===== config.mk =====
export PLATFORM = sky130hd
export DESIGN_NAME = regfile_access_sequencer
export DESIGN_NICKNAME = d
export VERILOG_FILES = /design/src/rtl/regfile_access_sequencer.sv
export SDC_FILE = /design/constraint.sdc
export NUM_CORES = 1
export LEC_CHECK = 0
export ABC_AREA = 1
export BUFFER_PORTS_ARGS = -buffer_cell sky130_fd_sc_hd__clkbuf_2
export CAP_MARGIN = 15
export CELL_PAD_IN_SITES_DETAIL_PLACEMENT = 1
export CELL_PAD_IN_SITES_GLOBAL_PLACEMENT = 1
export CORE_ASPECT_RATIO = 0.5
export CORE_MARGIN = 3
export CORE_UTILIZATION = 35
export CTS_BUF_LIST = sky130_fd_sc_hd__clkbuf_8
export CTS_CLUSTER_DIAMETER = 40
export DETAILED_ROUTE_END_ITERATION = 7
export PLACE_DENSITY_LB_ADDON = 0.1
export SYNTH_ARGS = -nofsm -noshare
export SYNTH_HDL_FRONTEND = slang
export SYNTH_SLANG_ARGS = --single-unit

===== constraint.sdc =====
create_clock -name clk -period 1.51 [get_ports clk]
set_input_delay 0.2265 -clock clk [delete_from_list [all_inputs] [get_ports clk]]
set_output_delay 0.2265 -clock clk [all_outputs]
set_load 0.05 [all_outputs]

===== src/rtl/regfile_access_sequencer.sv =====
// Sequences one register-file operation: read two operands, hand them to an
// execution unit, wait for the result and optionally write it back.
module regfile_access_sequencer #(
  parameter int bits              = 8,
  parameter int array_select_size = 2
) (
  input  logic                         clk,
  input  logic                         rst,
  input  logic                         req_valid,
  output logic                         req_ready,
  input  logic [array_select_size-1:0] req_src_a,
  input  logic [array_select_size-1:0] req_src_b,
  input  logic [array_select_size-1:0] req_dst,
  input  logic                         req_wb,
  output logic                         ra_R_W,
  output logic [array_select_size-1:0] ra_select,
  output logic [bits-1:0]              ra_d,
  input  logic [bits-1:0]              ra_q,
  output logic                         op_valid,
  input  logic                         op_ready,
  output logic [bits-1:0]              op_a,
  output logic [bits-1:0]              op_b,
  input  logic                         res_valid,
  input  logic [bits-1:0]              res_data,
  output logic                         done,
  output logic                         busy
);

  localparam logic [2:0] IDLE     = 3'd0;
  localparam logic [2:0] READ_A   = 3'd1;
  localparam logic [2:0] READ_B   = 3'd2;
  localparam logic [2:0] ISSUE    = 3'd3;
  localparam logic [2:0] WAIT_RES = 3'd4;
  localparam logic [2:0] WRITE    = 3'd5;

  logic [2:0]                   state_reg, state_next;
  logic [array_select_size-1:0] src_a_reg, src_b_reg, dst_reg;
  logic                         wb_reg;
  logic [bits-1:0]              op_a_reg, op_b_reg, result_reg;

  // A result arriving together with the operand handshake skips WAIT_RES.
  always_comb begin
    state_next = state_reg;
    case (state_reg)
      IDLE:     if (req_valid) state_next = READ_A;
      READ_A:   state_next = READ_B;
      READ_B:   state_next = ISSUE;
      ISSUE:    if (op_ready) state_next = res_valid ? WRITE : WAIT_RES;
      WAIT_RES: if (res_valid) state_next = WRITE;
      WRITE:    state_next = IDLE;
      default:  state_next = IDLE;
    endcase
  end

  always_ff @(posedge clk) begin
    if (rst) begin
      state_reg  <= IDLE;
      src_a_reg  <= '0;
      src_b_reg  <= '0;
      dst_reg    <= '0;
      wb_reg     <= 1'b0;
      op_a_reg   <= '0;
      op_b_reg   <= '0;
      result_reg <= '0;
    end else begin
      state_reg <= state_next;
      if (state_reg == IDLE && req_valid) begin
        src_a_reg <= req_src_a;
        src_b_reg <= req_src_b;
        dst_reg   <= req_dst;
        wb_reg    <= req_wb;
      end
      if (state_reg == READ_A) op_a_reg <= ra_q;
      if (state_reg == READ_B) op_b_reg <= ra_q;
      if ((state_reg == ISSUE && op_ready && res_valid) ||
          (state_reg == WAIT_RES && res_valid))
        result_reg <= res_data;
    end
  end

  // Outputs decode from the registered state only, so a reset raised during
  // WRITE still lets that cycle's write strobe through.
  always_comb begin
    ra_select = '0;
    case (state_reg)
      READ_A:  ra_select = src_a_reg;
      READ_B:  ra_select = src_b_reg;
      WRITE:   ra_select = dst_reg;
      default: ra_select = '0;
    endcase
  end

  assign req_ready = (state_reg == IDLE);
  assign busy      = (state_reg != IDLE);
  assign op_valid  = (state_reg == ISSUE);
  assign done      = (state_reg == WRITE);
  assign ra_R_W    = (state_reg == WRITE) && wb_reg;
  assign ra_d      = result_reg;
  assign op_a      = op_a_reg;
  assign op_b      = op_b_reg;

endmodule


; Word-level counts from Yosys, hierarchy flattened
; Index checks and enable logic that the tools add are counted.
[classes]
shift = 0
magnitude_cmp = 0
muxes = 6
n_bitwise = 0
mul = 0
add_sub_neg = 0
div_mod_pow = 0
reduce_logical = 9
eq_ne = 8
[op_table]
columns = op, n
row1 = $pmux 3 s5, 1
row2 = $mux 3, 3
row3 = $eq 3x2->1 const B, 2
row4 = $eq 3x3->1 const B, 2
row5 = $pmux 2 s3, 1
row6 = $logic_and 1x1->1, 5
row7 = $ne 2x2->1 const B, 2
row8 = $eq 3x1->1 const B, 1
row9 = $logic_not 3->1, 1
row10 = $reduce_and 3->1, 1
row11 = $reduce_bool 3->1, 1
row12 = $ne 2x1->1 const B, 1
row13 = $logic_or 1x1->1, 1
row14 = $mux 1, 1
[totals]
word_cells = 31
ram_bits = 0
output_inout_bits = 31
in_bits = 28
mem_bits_ro = 0
n_memories = 0
ff_bits = 34
latchBits = 0

; Longest topological paths before layout
[logic_depth]
word_depth = 4
depth_mapped = 8
ltp_nobuf = 7

; Worst setup path after synthesis
; OpenSTA, ideal clock, no wires.
[synth_timing]
path_type = reg2out
startpoint = register state_reg[2]
endpoint = output port ra_R_W
t_arrival_ns = 2.239
setup_slack_ns = -0.955
t_required_ns = 1.283
path_buffers = 1
path_stages_with_launch = 4
cell_sequence = dfxtp_1 > inv_2 > buf_6 > nor4_1
[synth_via]
elab_chain_len = 2
[synth_rtl]
columns = element, line_no
row1 = "start, declared", 36  ; logic [2:0] state_reg, state_next;
row2 = "start signal, assigned", 66  ; state_reg <= state_next;
row3 = $eq 3x3->1, 97  ; assign ra_R_W = (state_reg == WRITE) && wb_reg;
row4 = $logic_and 1x1->1, 97
row5 = "end, declared", 15  ; output logic ra_R_W,
; Every way passes these cells.

; Worst setup path in the final report
[layout_timing]
startpoint = register state_reg[1]
endpoint = output port ra_select[0]
[layout_via]
elab_chain_len = 2
word_cells_on_any_way = 4
classes_between = eq/ne: 3 / mux: 1
[layout_rtl]
columns = element, line_no
row1 = $eq 3x3->1 (tied with other cells), 85  ; case (state_reg)
row2 = $pmux 2 s3 *, 85
row3 = "end, declared", 16  ; output logic [array_select_size-1:0] ra_select,
; Mark *: on every way between the ends. The rest lies on a longest branch, timed or not.

==> flow_summary.ini <==
[clocking]
clkTransAtPathRegs_ns = 0.08
cts_made_buffers = 5
clock_sinks = 34
worst_skew_pair.late_latency_ns = 0.29
tritoncts = done
htree_levels = 2
cts_root_buf = clkbuf_8
cts.path.max_buffers = 2

[final_layout]
final_common_cell = clkbuf_2
diodes = 0
fin_nets = 269
multi_input_area_sq_um = 666
drive_above_1_share = 0.417
seqCellArea_sq_um = 689
n_fill_cell = 472
layout.cells.non_filler = 293
area_growth_pct = 40.8
layout_common_cells = 51 x clkbuf_2, 33 x a21oi_1, 31 x dfxtp_1

[route]
num_vias = 1400
final_antenna_net_count = 0
viasPerCell = 4.78
wl_per_cell_um = 13.4
routed_wirelength_um = 3940
dr.pass1.iters = 4
drt_first_iter_violations = 16
drc_errors = 0

[placed_design]
routabilityCongestion = 0.718
dp_cells = 280
place.port_buffers = 58
dp_hpwl_um = 2940

[grt]
grtUsageTotal = 0.174
grt_pass1_wl_um = 6600
overflow = 0
grt_start_max_net_pins = 21
grt_pass1_vias = 1372
antenna_found_initial = 0

[power]
cellLeakagePower_nw = 0.866
power_per_cell_area_mw_per_mm2 = 1280
peakVddDrop_v = 0.000483

[floorplanning]
dieArea_sq_mm = 0.00495
die_y_um = 51.3
num_rows = 15
ios = 59
initial_core_util = 0.390
fp.dieW_um = 96.5
core_area_sq_mm = 0.00368

[worst_setup_path]
crit_buf_inv = 1
r2r-end = src_b_reg[1]$_SDFFE_PP0P_
critPathKind = flop to primary output
crit_chain = nor3_4 -> nand2_2 -> o221ai_4 -> buf_12
crit_required_ns = 1.28
critPathTopFamily = flip-flops
start_kind = flop
arrival_ns = 1.31
cp_max_fo = 8
crit_start = state_reg[1]$_SDFFE_PP0P_
cp-endpoint = ra_select[0]
r2r_start = state_reg[0]$_SDFFE_PP0P_
reg2regPathDepth = 6
slowest_stage = dfxtp_4
r2r_slack_ns = 0.16
critical_path.max_stage_delay_ns = 0.41
end_kind = primary output
path_depth = 4

[synthesis]
syn_area_sq_mm = 0.00143
synth-seq-cells = 34
ys_seq_area_frac = 0.475
synth.distinct_cells = 22
avgSynthCellArea_sq_um = 8.29
synth_edf_count = 0
async_flop_share = 0
yosysWarnings = 0
synthCells = 173
syn_nets = 201
synth_flop_cell = dfxtp_1

[timing]
setup_viol = 3
relSlewSlack = 0.749
rsz0062_at_grt = yes
skew_ns = 0.0131
period_minus_slack_ns = 1.54
fin_ws_ns = -0.0306
clock.fmax_mhz = 649
fin_crit_sh = 1.02
setup_tns_ns = -0.0642
slew_violations = 0
worstMarginPinSlew_ns = 0.375
hold_violations = 0

[worst_hold_path]
hp-start = res_data[1]
hp-class = primary input to flop

[status]
run_status = finished with violations
violations = setup timing

[flow_run]
maxCapViolations = 0
## tightest hold or removal path, stage by stage
cell	delay, ns
clkbuf_2	0.08
nand3_1	0.07
a21oi_1	0.06
## how the worst min path moves through the flow
| stage | end | cells after the start | slack, ns |
|---|---|---|---|
| CTS | ra_d[2]$_SDFFE_PP0P_ | 3 | 0.19 |
| global placement | op_b[3]$_SDFFE_PP0N_ | 2 | 0.43 |
| floorplan | op_a[0]$_SDFFE_PP0N_ | 2 | 0.39 |
| detailed placement | op_b[7]$_SDFFE_PP0N_ | 2 | 0.44 |
| finish | ra_d[1]$_SDFFE_PP0P_ | 3 | 0.20 |
| global route | op_a[6]$_SDFFE_PP0N_ | 3 | 0.20 |
## Yosys cell counts, types with 2 or more instances
| master | count | area share |
|---|---|---|
| dfxtp_1 | 34 | 0.47 |
| a21oi_1 | 33 | 0.12 |
| nand2_1 | 22 | 0.058 |
| nand3_1 | 22 | 0.077 |
| inv_1 | 18 | 0.047 |
| o21ai_0 | 13 | 0.045 |
| nand2_2 | 5 | 0.022 |
| buf_6 | 4 | 0.031 |
| clkbuf_1 | 3 | 0.0079 |
| nor2_1 | 3 | 0.0079 |
| inv_2 | 2 | 0.0052 |
| nand2_4 | 2 | 0.016 |
| nor2_4 | 2 | 0.016 |
| o221ai_2 | 2 | 0.021 |
## kinds of logic after synthesis
logic type             synth area share
buffers and inverters             0.100
DFF                               0.475
AOI/OAI and AO/OA                 0.200
and+or+nand+nor                   0.225
## report_power, final
group / switching, mW / internal [mW] / total (mW) / leakage [nW]
registers: 0.0649 / 0.988 / 1.05 / 0.279
clock network: 0.348 / 0.367 / 0.715 / 0.0472
logic: 0.564 / 0.256 / 0.820 / 0.539
total: 0.977 / 1.61 / 2.59 / 0.866
## metrics by stage
stage | hold WS (ns) | cell area [sq um] | power (mW) | utilization | setup slack (ns)
6_report | 0.197 | 2020 | 2.59 | 0.549 | -0.0306
3_5_place_dp | 0.438 | 1850 | 1.87 | 0.504 | 0.0815
5_1_grt | 0.203 | 2020 | 2.73 | 0.549 | -0.116
4_1_cts | 0.195 | 2000 | 2.58 | 0.545 | -0.0678
3_3_place_gp | 0.433 | 1850 | 1.85 | 0.504 | 0.119
2_1_floorplan | 0.391 | 1490 | 1.65 | - | -0.0847
## area by class of cell
cell class / count / share of cell area
well taps: 51 / 0.0316
flip-flops and latches: 34 / 0.342
inverters: 20 / 0.0409
clock inverters: 2 / 0.00620
repair buffers: 70 / 0.209
multi-input cells: 110 / 0.330
clock buffers: 6 / 0.0409
## what timing repair did
item,in CTS,in global routing
endpoints found under the setup margin,7,7
gates resized for setup,12,7
hold buffers,0,0
pin swaps,3,4
buffers inserted,5,1
## metal layers
metal,share of wire,vias to the layer above,wire length [um],global-route usage
li1,-,711,-,-
met1,0.47,650,1850,0.221
met2,0.45,37,1770,0.280
met3,0.075,2,297,0.0676
met4,0.0036,0,14,0.0419
met5,0,-,0,0
Note: power is estimated with default switching activity, not from simulation.
